File: src/rtl/xbar_bank_arb_if.sv
// Request/response bundle between the crossbar channel buffers and one bank arbiter.
// The slave modport is the arbiter's view; master is the view of whoever drives the requests.
interface xbar_bank_arb_if #(
  parameter int unsigned NUM_CH = 3,
  parameter int unsigned DW     = 64
);
  logic [NUM_CH-1:0]    in_valid;
  logic [NUM_CH-1:0]    in_ready;
  logic [NUM_CH*DW-1:0] in_data;
  logic                 out_valid;
  logic                 out_ready;
  logic [DW-1:0]        out_data;
  logic [NUM_CH-1:0]    out_ch_1hot;
  logic                 starve_event;

  modport slave (
    input  in_valid, in_data, out_ready,
    output in_ready, out_valid, out_data, out_ch_1hot, starve_event
  );

  modport master (
    output in_valid, in_data, out_ready,
    input  in_ready, out_valid, out_data, out_ch_1hot, starve_event
  );
endinterface

File: src/rtl/xbar_bank_arb.sv
// Per-bank round-robin arbiter with starvation override, feeding a single-entry
// registered output stage toward the bank pipeline.
module xbar_bank_arb #(
  parameter int unsigned NUM_CH     = 3,
  parameter int unsigned DW         = 64,
  parameter int unsigned STARVE_MAX = 15
) (
  input  logic             clk,
  input  logic             rst_n,
  xbar_bank_arb_if.slave   bus
);

  localparam int unsigned CW = $clog2(STARVE_MAX + 1);
  localparam int unsigned IW = (NUM_CH > 1) ? $clog2(NUM_CH) : 1;
  localparam logic [CW-1:0] CntMax = CW'(STARVE_MAX);

  logic                       out_valid_q, out_valid_d;
  logic [DW-1:0]              out_data_q, out_data_d;
  logic [NUM_CH-1:0]          out_ch_q, out_ch_d;
  logic                       starve_q, starve_d;
  logic [IW-1:0]              rr_last_q, rr_last_d;
  logic [NUM_CH-1:0][CW-1:0]  wait_q, wait_d;

  logic              can_load;
  logic              starve_found;
  logic [IW-1:0]     starve_idx;
  logic [IW-1:0]     rr_idx;
  logic [IW-1:0]     win_idx;
  logic [NUM_CH-1:0] grant;
  int unsigned       idx;

  // Arbitration: starved requester (lowest index) first, otherwise round-robin after rr_last.
  always_comb begin
    can_load     = !out_valid_q || bus.out_ready;
    starve_found = 1'b0;
    starve_idx   = '0;
    rr_idx       = '0;
    idx          = 0;
    // Descending scan so the lowest matching index is the one left standing.
    for (int i = NUM_CH - 1; i >= 0; i--) begin
      if (bus.in_valid[i] && (wait_q[i] == CntMax)) begin
        starve_found = 1'b1;
        starve_idx   = IW'(i);
      end
    end
    // Descending offset so the nearest valid channel after rr_last wins.
    for (int unsigned k = NUM_CH; k >= 1; k--) begin
      idx = (32'(rr_last_q) + k) % NUM_CH;
      if (bus.in_valid[idx]) begin
        rr_idx = IW'(idx);
      end
    end
    win_idx = starve_found ? starve_idx : rr_idx;
    grant   = '0;
    if (can_load && (|bus.in_valid)) begin
      grant[win_idx] = 1'b1;
    end
    bus.in_ready = grant;
  end

  // Output stage load/drain, round-robin pointer and per-channel wait counters.
  always_comb begin
    out_valid_d = out_valid_q;
    out_data_d  = out_data_q;
    out_ch_d    = out_ch_q;
    starve_d    = 1'b0;
    rr_last_d   = rr_last_q;
    wait_d      = wait_q;
    if (|grant) begin
      out_valid_d = 1'b1;
      out_data_d  = bus.in_data[32'(win_idx)*DW +: DW];
      out_ch_d    = grant;
      starve_d    = starve_found;
      rr_last_d   = win_idx;
    end else if (bus.out_ready) begin
      out_valid_d = 1'b0;
    end
    for (int i = 0; i < NUM_CH; i++) begin
      if (!bus.in_valid[i] || grant[i]) begin
        wait_d[i] = '0;
      end else if (wait_q[i] != CntMax) begin
        wait_d[i] = wait_q[i] + 1'b1;
      end
    end
  end

  // State registers; reset discards any held request.
  always_ff @(posedge clk or negedge rst_n) begin
    if (!rst_n) begin
      out_valid_q <= 1'b0;
      out_data_q  <= '0;
      out_ch_q    <= '0;
      starve_q    <= 1'b0;
      rr_last_q   <= IW'(NUM_CH - 1);
      wait_q      <= '0;
    end else begin
      out_valid_q <= out_valid_d;
      out_data_q  <= out_data_d;
      out_ch_q    <= out_ch_d;
      starve_q    <= starve_d;
      rr_last_q   <= rr_last_d;
      wait_q      <= wait_d;
    end
  end

  assign bus.out_valid    = out_valid_q;
  assign bus.out_data     = out_data_q;
  assign bus.out_ch_1hot  = out_ch_q;
  assign bus.starve_event = starve_q;

endmodule
File: src/flat_wrapper.sv
// flat-port wrapper written by rule: the top's interface ports become plain ports
module xbar_bank_arb_flat 
#(
  parameter int unsigned NUM_CH     = 3,
  parameter int unsigned DW         = 64,
  parameter int unsigned STARVE_MAX = 15
)
  (clk, rst_n, bus_in_valid, bus_in_data, bus_out_ready, bus_in_ready, bus_out_valid, bus_out_data, bus_out_ch_1hot, bus_starve_event);
  xbar_bank_arb_if #(.NUM_CH(NUM_CH), .DW(DW)) bus_i ();
  input  logic clk;
  input  logic rst_n;
  input wire logic [$bits(bus_i.in_valid)-1:0] bus_in_valid;
  input wire logic [$bits(bus_i.in_data)-1:0] bus_in_data;
  input wire logic [$bits(bus_i.out_ready)-1:0] bus_out_ready;
  output wire logic [$bits(bus_i.in_ready)-1:0] bus_in_ready;
  output wire logic [$bits(bus_i.out_valid)-1:0] bus_out_valid;
  output wire logic [$bits(bus_i.out_data)-1:0] bus_out_data;
  output wire logic [$bits(bus_i.out_ch_1hot)-1:0] bus_out_ch_1hot;
  output wire logic [$bits(bus_i.starve_event)-1:0] bus_starve_event;
  assign bus_i.in_valid = bus_in_valid;
  assign bus_i.in_data = bus_in_data;
  assign bus_i.out_ready = bus_out_ready;
  assign bus_in_ready = bus_i.in_ready;
  assign bus_out_valid = bus_i.out_valid;
  assign bus_out_data = bus_i.out_data;
  assign bus_out_ch_1hot = bus_i.out_ch_1hot;
  assign bus_starve_event = bus_i.starve_event;
  xbar_bank_arb #(.NUM_CH(NUM_CH), .DW(DW), .STARVE_MAX(STARVE_MAX)) u_core (.clk(clk), .rst_n(rst_n), .bus(bus_i));
endmodule
File: config.mk
export PLATFORM = sky130hd
export DESIGN_NAME = xbar_bank_arb_flat
export DESIGN_NICKNAME = d
export VERILOG_FILES = /design/src/rtl/xbar_bank_arb_if.sv /design/src/rtl/xbar_bank_arb.sv /design/src/flat_wrapper.sv
export SDC_FILE = /design/constraint.sdc
export NUM_CORES = 1
export LEC_CHECK = 0
export ABC_AREA = 1
export ABC_CLOCK_PERIOD_IN_PS = 5600
export BUFFER_PORTS_ARGS = -buffer_cell sky130_fd_sc_hd__buf_2
export CORE_ASPECT_RATIO = 1.1
export CORE_MARGIN = 4
export CORE_UTILIZATION = 53
export CTS_BUF_LIST = sky130_fd_sc_hd__clkbuf_2 sky130_fd_sc_hd__clkbuf_4 sky130_fd_sc_hd__clkbuf_8
export DETAILED_ROUTE_END_ITERATION = 10
export PLACE_DENSITY = 0.95
export SLEW_MARGIN = 20
export SYNTH_ARGS = -nofsm -noshare
export SYNTH_HDL_FRONTEND = slang
export SYNTH_SLANG_ARGS = --single-unit
File: constraint.sdc
create_clock -name clk -period 5.6 [get_ports clk]
set_input_delay 0.84 -clock clk [delete_from_list [all_inputs] [get_ports clk]]
set_output_delay 0.84 -clock clk [all_outputs]
set_load 0.05 [all_outputs]
==> results of run 1 <==
cells by family (layout without fill, tap and decap cells):
logic type               after synthesis  in the layout  share of synthesized area
adder cells (fa/ha/maj)                6              6                     0.0130
flip-flops                            83             83                      0.359
AO/OA/AOI/OAI                         17             17                     0.0162
XOR/XNOR                               5              5                    0.00756
AND/OR/NAND/NOR                      649            649                      0.455
buffers and inverters                206            441                      0.149
registers in the layout, indices dropped and copies added, names as in the netlist:
signal / count
u_core.wait_q: 12
u_core.bus.starve_event: 1
u_core.bus.out_valid: 1
u_core.bus.out_data: 64
u_core.rr_last_q: 2
u_core.bus.out_ch_1hot: 3
through the flow:
step / util / instance area [um2] / power, mW / worst slack (ns)
after CTS: 0.692 / 7300 / 5.11 / 1.59
after global routing: 0.693 / 7300 / 5.56 / 1.36
after detailed placement: 0.672 / 7090 / 4.65 / 1.63
after floorplan: - / 5790 / 3.91 / 2.44
final: 0.693 / 7300 / 5.10 / 1.67
after global placement: 0.672 / 7090 / 4.56 / 1.73
worst paths after layout:
check | start | end | slack, ns | depth (start not counted)
min in group asynchronous | rst_n | u_core.wait_q[3]$_DFFE_PN0P_ | 0.51 | 1
worst max-delay path | u_core.wait_q[0]$_DFFE_PN0P_ | bus_in_ready[1] | 1.67 | 10
worst min register to register | u_core.bus.out_data[18]$_DFFE_PN0P_ | u_core.bus.out_data[18]$_DFFE_PN0P_ | 0.48 | 2
max in group asynchronous | rst_n | u_core.bus.out_data[55]$_DFFE_PN0P_ | 4.54 | 1
worst max register to register | u_core.wait_q[0]$_DFFE_PN0P_ | u_core.bus.out_valid$_DFFE_PN0P_ | 2.11 | 12
worst min-delay path | u_core.bus.out_data[18]$_DFFE_PN0P_ | u_core.bus.out_data[18]$_DFFE_PN0P_ | 0.48 | 2
metal layers:
metal | GRT usage | up-vias | share of wire
li1 | - | 3335 | -
met1 | 0.332 | 2899 | 0.39
met2 | 0.460 | 309 | 0.48
met3 | 0.0614 | 51 | 0.094
met4 | 0.102 | 2 | 0.036
met5 | 0 | - | 0.00074
area by class of cell:
cell class / count / area, um2 / area share
tap: 143 / 179 / 0.0245
multi-input combinational: 677 / 2870 / 0.394
inverter: 150 / 564 / 0.0773
clock buffer: 10 / 138 / 0.0188
clock inverter: 6 / 71.3 / 0.00977
sequential: 83 / 2080 / 0.285
timing repair buffer: 275 / 1400 / 0.191
cells in the final DEF (no fill, tap or decap), types with 3 or more instances in the layout:
cell type  netlist  routed
clkbuf_8         0      10
xor2_1           3       3
buf_4            6       6
o21ai_0          8       8
nor2_1          79      79
inv_1          145     145
nand2_2          4       4
nand2_1        421     420
ha_1             6       6
dfrtp_1         82      82
inv_2            5       4
a21oi_1          6       5
nand3_1        143     143
buf_2           37     268
power by group through the flow:
| stage | combinational (mW) | clock [mW] | sequential, mW |
|---|---|---|---|
| 4_1_cts | 3.59 | 0.456 | 1.06 |
| 3_3_place_gp | 3.49 | 0 | 1.07 |
| 3_5_place_dp | 3.58 | 0 | 1.07 |
| 6_report | 3.59 | 0.445 | 1.06 |
| 5_1_grt | 3.98 | 0.486 | 1.10 |
| 2_1_floorplan | 1.99 | 0 | 1.92 |
worst min-delay path, cell delays in order, from the launching register on:
cell,delay [ns]
dfrtp_1,0.35
nand2_1,0.05
nand2_1,0.05
==> metrics, run 1 <==
top cells by instance count after synthesis=nand2_1, inv_1, nand3_1, dfrtp_1, nor2_1; Crit Path Class=reg -> out; Post-synth EDFFs=0; Seq/Total Area, Yosys=0.359; status=finished, final reports clean; Synth Net Count=1170; Startpoint Class=register; die height=118 um; Synth warnings=0; First-pass DRT Iterations=5; ys flop type=dfrtp_1; cts bufs inserted=9; remaining antenna violation count after routing=0; clk sink count=83; P_sw=3.04 mW; worst hold path class=reg -> reg; Post-CTS Setup Inserts=0; cells along the critical path=ha_1 -> nand2_1 -> inv_1 -> nand2_1 -> nor2_1 -> a21oi_4 -> buf_4 -> nand2_4 -> nor2_1 -> buf_2; via/cell ratio=4.91; first-pass GRT wire length=28.3 mm; CTS tree=yes; Pleak=4.63 nW; num ports=270; RSZ-0062 raised after global routing=no; Remaining Overflow, GRT=0; area of the mapped netlist=5790 um2; Synth cell types=23; Filler cells=961; die area=12700 um2; Routed WL=17.5 mm; largest net degree at the start of global routing=84; crit share post-route=0.702; CTS Buffer Depth=2; Skew-Pair Late Insertion Delay=0.35 ns; TNS Setup=0 ns; IO buf count=269; CP Buf/Inv Count=3; Synth top area share=0.354; crit path max-delay cell type=buf_4; fin cells=1344; Sw Share=0.597; Slew Limit Fails=0; CP Max Fanout=66; clock power share=0.087; gpl congestion=0.893; Seq pwr share=0.209; Site Rows=39; Seq cells post-synth=83; async set-reset flop share out of synthesis=1.00; Total Nets Final=1400; vias in the first global route=6002; CP Capture Type=primary output; HPWL after DPL=12.5 mm; crit path time final=3.93 ns; Avg Synthesized Cell Area=5.99 um2; Post-Synthesis Cells=966; Combinational Power Share=0.704; P per Cell Area=698 nW/um2; All-Layer GR Usage=0.271; Max-Cap Viols=0; Vias=6596; Hold Fails Final Rpt=0; drt first-iter violations=631; top cells by area, synth=dfrtp_1, nand2_1, nand3_1, inv_1, nor2_1; Root Buffer Master=clkbuf_8; Crit path max-delay family=simple AND/OR/NAND/NOR gates; post-CTS sizing=0; WHS=0.480 ns; Chip Width=108 um; cell count after placement=1328; most common cell in the netlist=nand2_1; total core area=10500 um2; DR WL/cell=13.0 um; antenna violations before repair=1; arrival time at the worst endpoint=3.09 ns; Pint=2.05 mW; Worst-Margin Slew=0.982 ns; DRC Markers=0; H-tree Lvls=3; Diodes inserted=0; layout cells sized above 1=0.255; Max Clock Skew=0.0152 ns; Reg clk slew, reported paths=0.09 ns; crit-path max cell delay=0.56 ns; final setup fails=0; Layout area overhead=26.1%; Data required, critical path=4.76 ns; VDD IR max=0.592 mV; initial core utilization=0.549; Max Fclk=0.254 GHz; area leader, netlist=dfrtp_1; hold buffer count at cts=0; relative slew slack=0.345
Note: power is estimated with default switching activity, not from simulation.
==> inputs of run 2 (changes only) <==
--- a/config.mk
+++ b/config.mk
@@ -6,14 +6,14 @@
 export NUM_CORES = 1
 export LEC_CHECK = 0
 export ABC_AREA = 1
-export ABC_CLOCK_PERIOD_IN_PS = 5600
+export ABC_CLOCK_PERIOD_IN_PS = 3500
 export BUFFER_PORTS_ARGS = -buffer_cell sky130_fd_sc_hd__buf_2
 export CORE_ASPECT_RATIO = 1.1
 export CORE_MARGIN = 4
-export CORE_UTILIZATION = 53
+export CORE_UTILIZATION = 44
 export CTS_BUF_LIST = sky130_fd_sc_hd__clkbuf_2 sky130_fd_sc_hd__clkbuf_4 sky130_fd_sc_hd__clkbuf_8
 export DETAILED_ROUTE_END_ITERATION = 10
-export PLACE_DENSITY = 0.95
+export PLACE_DENSITY = 0.85
 export SLEW_MARGIN = 20
 export SYNTH_ARGS = -nofsm -noshare
 export SYNTH_HDL_FRONTEND = slang
==> constraint.sdc (replaced) <==
create_clock -name clk -period 3.5 [get_ports clk]
set_input_delay 0.525 -clock clk [delete_from_list [all_inputs] [get_ports clk]]
set_output_delay 0.525 -clock clk [all_outputs]
set_load 0.05 [all_outputs]
==> run 2 against run 1 <==
  * Power increased by 62%
  * Combinational power grew 59%
  * Highest routed layer is now met4
  * Largest cell class unchanged
  * Core utilization shrank 11 points
  * Global-route usage decreased by 5.0 points
  * Hold slack worse by 0.28 ns
  * Count of clock-buffer cells in the layout shrank 1
  * Flip-flop and latch count did not move
  * Sequential share of layout area decreased by 0.34 points
==> metrics, run 2 (synthesized netlist as in run 1, its figures left out) <==
num ports=270 (unchanged); commonest non-fill, non-tap cell in the layout=nand2_1; relative slew slack=0.495 (+0.150); VDD IR max=0.609 mV (+2.8%); H-tree Lvls=3 (unchanged); Max Fclk=0.341 GHz; CTS Buffer Depth=2 (unchanged); CTS tree=yes; Worst-Margin Slew=0.757 ns (-0.225 ns); Diodes inserted=0 (unchanged); CP Capture Type=primary output; post-CTS sizing=0 (unchanged); Data required, critical path=2.97 ns (-1.79 ns); first-pass GRT wire length=27.7 mm (-2.1%); RSZ-0062 raised after global routing=no; total core area=12800 um2 (+21%); P per Cell Area=1120 nW/um2 (+60%); die area=15100 um2 (+19%); CP dominant cell by count=nand2_1; DRC Markers=0 (unchanged); Crit path max-delay family=simple AND/OR/NAND/NOR gates; remaining antenna violation count after routing=0 (unchanged); antenna violations before repair=0 (-1); HPWL after DPL=12.4 mm (-0.88%); First-pass DRT Iterations=5 (unchanged); hold buffer count at cts=0 (unchanged); initial core utilization=0.454 (-0.0953); cells along the critical path=ha_1 -> inv_1 -> nand2_1 -> nand3_1 -> nand2_1 -> inv_1 -> nand3_1 -> nand2_1 -> nand2_2 -> nand2_4 -> nand2_2 -> nor2_1 -> buf_2; power after layout=8.27 mW (+62%); Max-Cap Viols=0 (unchanged); Routed WL=17.2 mm (-1.7%); CP Buf/Inv Count=3 (unchanged); vias in the first global route=6047 (+0.75%); die height=128 um (+9.1%); largest net degree at the start of global routing=129 (+54%); crit share post-route=0.838; worst hold path class=in -> async; All-Layer GR Usage=0.221 (-0.0500); layout cells sized above 1=0.255 (+0.000620); Skew-Pair Late Insertion Delay=0.36 ns (about the same); Filler cells=1280 (+33%); Root Buffer Master=clkbuf_8; via/cell ratio=4.80 (-2.1%); Max Clock Skew=0.0124 ns (-0.00277 ns); crit path max-delay cell type=dfstp_2; gpl congestion=0.864 (-3.2%); cts bufs inserted=9 (unchanged); Post-CTS Setup Inserts=0 (unchanged); crit-path max cell delay=0.55 ns (about the same); WHS=0.202 ns (-0.278 ns); Layout area overhead=27.6%; CP Max Fanout=5 (-92%); TNS Setup=0 ns (unchanged); arrival time at the worst endpoint=2.41 ns (-0.68 ns); most frequent cells in the layout=nand2_1, buf_2, inv_1; max FFs per register=64 (unchanged); Vias=6529 (-1.0%); Reg clk slew, reported paths=0.09 ns (about the same); crit path time final=2.93 ns; clk sink count=83 (unchanged); Hold Fails Final Rpt=0 (unchanged); IO buf count=269 (unchanged); DR WL/cell=12.7 um (-2.7%); status=finished, final reports clean; drt first-iter violations=478 (-24%); Total Nets Final=1401 (+0.071%); Startpoint Class=register; final setup fails=0 (unchanged); Pleak=4.66 nW (+0.72%); Chip Width=117 um (+9.0%); Slew Limit Fails=0 (unchanged); Final Util=0.580 (-0.113); Crit Path Class=reg -> out; Remaining Overflow, GRT=0 (unchanged); Site Rows=43 (+10%)
## run 2: cell types whose count changed in the layout (fill, tap and decap cells not counted)
cell        change
clkinv_2        -1
clkbuf_8        -1
buf_4           -1
buf_12          +2
clkinvlp_4      -1
inv_2           +1
bufinv_16       +2
## run 2: worst register-to-register path, cell delays in order, from the launching register on
cell and delay (ns):
dfstp_2 0.55, ha_1 0.24, inv_1 0.13, nand2_1 0.07
nand3_1 0.09, nand2_1 0.07, inv_1 0.06, nand3_1 0.07
nand2_1 0.07, nand2_2 0.08, nand2_4 0.09, nand2_2 0.07
nand2_2 0.09, buf_4 0.54, nand3_1 0.30, nand2_1 0.09
## run 2: metal layers
| metal | track usage | vias up | share of wire |
|---|---|---|---|
| met3 | 0.0441 | 39 | 0.071 |
| met4 | 0.0952 | 0 | 0.031 |
| met5 | 0 | - | 0 |
| li1 | - | 3339 | - |
| met1 | 0.266 | 2889 | 0.41 |
| met2 | 0.388 | 262 | 0.49 |
## run 2: path summary, 6_finish.rpt
| check | start | end | slack, ns | cells past startpoint |
|---|---|---|---|---|
| hold / removal | rst_n | u_core.bus.out_data[42]$_DFFE_PN0P_ | 0.20 | 1 |
| min in group clk | bus_out_ready | u_core.bus.out_valid$_DFFE_PN0P_ | 0.36 | 2 |
| setup reg to reg | u_core.rr_last_q[1]$_DFFE_PN1P_ | u_core.bus.out_data[59]$_DFFE_PN0P_ | 0.83 | 15 |
| max in group asynchronous | rst_n | u_core.bus.out_data[60]$_DFFE_PN0P_ | 2.77 | 1 |
| hold reg to reg | u_core.bus.out_ch_1hot[2]$_DFFE_PN0P_ | u_core.bus.out_ch_1hot[2]$_DFFE_PN0P_ | 0.48 | 2 |
| setup / recovery | u_core.rr_last_q[1]$_DFFE_PN1P_ | bus_in_ready[2] | 0.57 | 13 |
## run 2: metrics by stage
step | cells | cell area (um2) | worst slack (ns)
2_1_floorplan | 966 | 5790 | 0.771
4_1_cts | 1359 | 7390 | 0.531
3_3_place_gp | 1343 | 7140 | 0.979
5_1_grt | 1359 | 7390 | 0.362
6_report | 1359 | 7390 | 0.567
3_5_place_dp | 1343 | 7140 | 0.902
## run 2: power by group
group          switching (mW)  leakage, nW  internal, mW
sequential              0.257         1.01          1.45
clock                   0.365        0.120         0.480
combinational            4.21         3.52          1.51
total                    4.83         4.66          3.44
## run 2: area by class of cell
class                           instances  area [um2]  area share
Clock buffer                            9         124      0.0168
Timing Repair Buffer                  276        1430       0.194
Sequential cell                        83        2080       0.281
Multi-Input combinational cell        677        2870       0.389
Inverter                              150         563      0.0762
Tap cell                              157         196      0.0266
Clock inverter                          7         124      0.0168
==> inputs of run 3 (changes only) <==
--- a/config.mk
+++ b/config.mk
@@ -5,15 +5,15 @@
 export SDC_FILE = /design/constraint.sdc
 export NUM_CORES = 1
 export LEC_CHECK = 0
-export ABC_AREA = 1
-export ABC_CLOCK_PERIOD_IN_PS = 3500
+export ABC_AREA = 0
+export ABC_CLOCK_PERIOD_IN_PS = 3000
 export BUFFER_PORTS_ARGS = -buffer_cell sky130_fd_sc_hd__buf_2
 export CORE_ASPECT_RATIO = 1.1
 export CORE_MARGIN = 4
-export CORE_UTILIZATION = 44
+export CORE_UTILIZATION = 48
 export CTS_BUF_LIST = sky130_fd_sc_hd__clkbuf_2 sky130_fd_sc_hd__clkbuf_4 sky130_fd_sc_hd__clkbuf_8
 export DETAILED_ROUTE_END_ITERATION = 10
-export PLACE_DENSITY = 0.85
+export PLACE_DENSITY = 0.9
 export SLEW_MARGIN = 20
 export SYNTH_ARGS = -nofsm -noshare
 export SYNTH_HDL_FRONTEND = slang
==> constraint.sdc (replaced) <==
create_clock -name clk -period 3 [get_ports clk]
set_input_delay 0.45 -clock clk [delete_from_list [all_inputs] [get_ports clk]]
set_output_delay 0.45 -clock clk [all_outputs]
set_load 0.05 [all_outputs]
==> run 3 against run 2 <==
  * Critical path depth down 6
  * Count of clock-buffer cells in the layout rose by 3
  * Sequential power rose by 15%
  * Synthesized cell count fell by 48%
  * Non-clock buffer count grew 7
  * Via count is 15% lower
  * Clock power is 14% lower
  * Die area shrank 15%
==> metrics, run 3 <==
clk sink count=83 (unchanged); crit-path max cell delay=0.58 ns (+0.03 ns); arrival time at the worst endpoint=2.52 ns (+0.11 ns); Filler cells=838 (-35%); top cells by area, synth=dfrtp_1, o211ai_1, mux2i_1, a221o_1, clkbuf_1; WHS=0.147 ns (-0.0556 ns); Max-Cap Viols=0 (unchanged); DRC Markers=0 (unchanged); Combinational Power Share=0.686 (-0.006); die height=118 um (-7.9%); First-pass DRT Iterations=5 (unchanged); CP Capture Type=primary output; Skew-Pair Late Insertion Delay=0.36 ns (about the same); TNS Setup=0 ns (unchanged); adder-cell share of the synthesized area=0.0142 (+0.00120); RSZ-0062 raised after global routing=yes; ys flop type=dfrtp_1; VDD IR max=0.781 mV (+28%); drt first-iter violations=562 (+18%); most frequent cells in the layout=buf_2, o211ai_1, dfrtp_1; antenna violations before repair=1 (+1); die area=12800 um2 (-15%); Remaining Overflow, GRT=0 (unchanged); Seq cells post-synth=83 (unchanged); crit share post-route=0.990; Synth warnings=0 (unchanged); relative slew slack=0.469 (-0.0260); Vias=5536 (-15%); Final Util=0.648 (+0.0681); Seq/Total Area, Yosys=0.392 (+0.0331); total core area=10600 um2 (-17%); cell count after placement=866 (-36%); Max Fclk=0.337 GHz; CP Max Fanout=9 (+4); Reg clk slew, reported paths=0.08 ns (about the same); Pint=3.87 mW (+13%); Pleak=3.20 nW (-31%); All-Layer GR Usage=0.271 (+0.0505); crit path max-delay cell type=dfstp_2; worst hold path class=in -> async; hold buffer count at cts=0 (unchanged); remaining antenna violation count after routing=0 (unchanged); async set-reset flop share out of synthesis=1.00 (unchanged); commonest non-fill, non-tap cell in the layout=buf_2; IO buf count=269 (unchanged); Synth Area in Compound Gates=0.346 (+0.330); cells along the critical path=ha_2 -> and3b_1 -> o21ai_1 -> o31ai_2 -> a21o_4 -> nor4_4 -> buf_6; CTS tree=yes; Seq pwr share=0.229 (+0.023); H-tree Lvls=3 (unchanged); multiplexer share of the synthesized area=0.127 (+0.127); reg2reg start=u_core.rr_last_q[1]$_DFFE_PN1P_; Synth top area share=0.387 (+0.0327); area of the mapped netlist=5300 um2 (-8.4%); most common cell in the netlist=o211ai_1; Crit Path Class=reg -> out; area leader, netlist=dfrtp_1; Layout area overhead=29.4%; Startpoint Class=register; vias in the first global route=5676 (-6.1%); Hold Fails Final Rpt=0 (unchanged); final setup fails=0 (unchanged); cts bufs inserted=9 (unchanged); Total Nets Final=938 (-33%); Synth Net Count=711 (-39%); Data required, critical path=2.55 ns (-0.42 ns); status=finished, final reports clean; Synth Area in XOR/XNOR=0.00496 (-0.00261); Chip Width=108 um (-7.8%); Routed WL=17.9 mm (+3.8%); largest family of logic cells by synthesized area=compound AO/OA/AOI/OAI gates; via/cell ratio=6.28 (+31%); CTS Buffer Depth=2 (unchanged); max FFs per register=64 (unchanged); gpl congestion=0.880 (+1.8%); Worst-Margin Slew=0.796 ns (+0.0391 ns); Slew Limit Fails=0 (unchanged); Avg Synthesized Cell Area=10.5 um2 (+74%); P_sw=4.68 mW (-3.1%); Root Buffer Master=clkbuf_8; DR WL/cell=20.3 um (+60%); Max Clock Skew=0.0116 ns (-0.000752 ns); initial core utilization=0.501 (+0.0465); num ports=270 (unchanged); crit path time final=2.97 ns; Post-Synthesis Cells=507 (-48%); FF-to-FF path depth=8 (-7); P per Cell Area=1250 nW/um2 (+11%); Post-synth EDFFs=0 (unchanged); R2R Path End=u_core.bus.out_data[19]$_DFFE_PN0P_; first-pass GRT wire length=28.2 mm (+1.7%); clock power share=0.085 (-0.017); HPWL after DPL=12.9 mm (+4.4%); Sw Share=0.547 (-0.0368); Post-CTS Setup Inserts=0 (unchanged); layout cells sized above 1=0.424 (+0.169); Synth cell types=43 (+87%); fin cells=882 (-35%); largest net degree at the start of global routing=84 (-35%); reg2reg setup slack=0.12 ns (-0.71 ns); Simple-Gate Fraction of Synth Area=0.0474 (-0.408); CP startpoint=u_core.rr_last_q[1]$_DFFE_PN1P_; Site Rows=39 (-9.3%); top cells by instance count after synthesis=o211ai_1, dfrtp_1, mux2i_1, a221o_1, clkbuf_1
[run 3: cell types whose count changed after synthesis, sizes merged, moves of 20 or more]
cell    previous run  this run
a221o              0        64
o211ai             0       128
nor2              80        18
inv              150         7
mux2i              0        67
nand2            425         8
buf               49        29
nand3            143         8
clkbuf             7        38
[run 3: worst max path at each step]
stage,depth (start not counted),endpoint
after global routing,8,bus_in_ready[1]
after floorplan,10,bus_in_ready[0]
after global placement,9,u_core.bus.out_data[35]$_DFFE_PN0P_
after CTS,8,bus_in_ready[1]
after detailed placement,9,u_core.bus.out_data[25]$_DFFE_PN0P_
final,7,bus_in_ready[2]
[run 3: what timing repair did]
| action | CTS | global route |
|---|---|---|
| pin swaps | 1 | 0 |
| gates cloned | 0 | 0 |
| resized for setup | 5 | 4 |
| setup endpoints to repair | 3 | 2 |
[run 3: per-layer routing]
| layer | wire, um | global-route usage | vias to the layer above |
|---|---|---|---|
| met5 | 0 | 0 | - |
| met4 | 765 | 0.139 | 0 |
| met3 | 1400 | 0.0469 | 66 |
| met2 | 9010 | 0.463 | 299 |
| met1 | 6700 | 0.326 | 2651 |
| li1 | - | - | 2520 |
[run 3: area by class of cell]
class | count | area, um2 | area share
clock inverter | 3 | 15.0 | 0.00219
sequential | 83 | 2080 | 0.303
timing repair buffer | 283 | 1480 | 0.216
multi-input combinational | 350 | 2920 | 0.426
inverter | 7 | 26.3 | 0.00383
antenna | 1 | 2.50 | 0.000365
clock buffer | 12 | 153 | 0.0223
tap | 143 | 179 | 0.0261
[run 3: cell families after synthesis]
kind of cell,count (synthesis)
compound gates,225
simple gates,49
buf+inv,74
xor+xnor,3
mux,67
fa+ha+maj,6
flops,83
[run 3: power groups by stage]
| stage | clock (mW) | combinational (mW) | sequential (mW) |
|---|---|---|---|
| after global routing | 0.787 | 6.20 | 2.01 |
| after detailed placement | 0 | 5.80 | 1.95 |
| after CTS | 0.737 | 5.82 | 1.95 |
| after global placement | 0 | 5.57 | 1.94 |
| after floorplan | 0 | 3.07 | 3.39 |
| final | 0.726 | 5.87 | 1.96 |
[run 3: worst max-delay path: cells and delay by family (launching register included)]
| kind | cells | cell delay (ns) |
|---|---|---|
| buffers and inverters | 1 | 0.21 |
| adder cells (fa/ha/maj) | 1 | 0.34 |
| AO/OA/AOI/OAI | 3 | 0.58 |
| flip-flops | 1 | 0.58 |
| AND/OR/NAND/NOR | 2 | 0.45 |
[run 3: through the flow]
stage	setup slack (ns)	area (um2)	power, mW
after floorplan	0.166	5300	6.46
after global placement	0.259	6650	7.51
after detailed placement	0.0824	6650	7.75
after CTS	0.0520	6840	8.50
after global routing	-0.106	6860	9.00
final	0.0287	6860	8.55
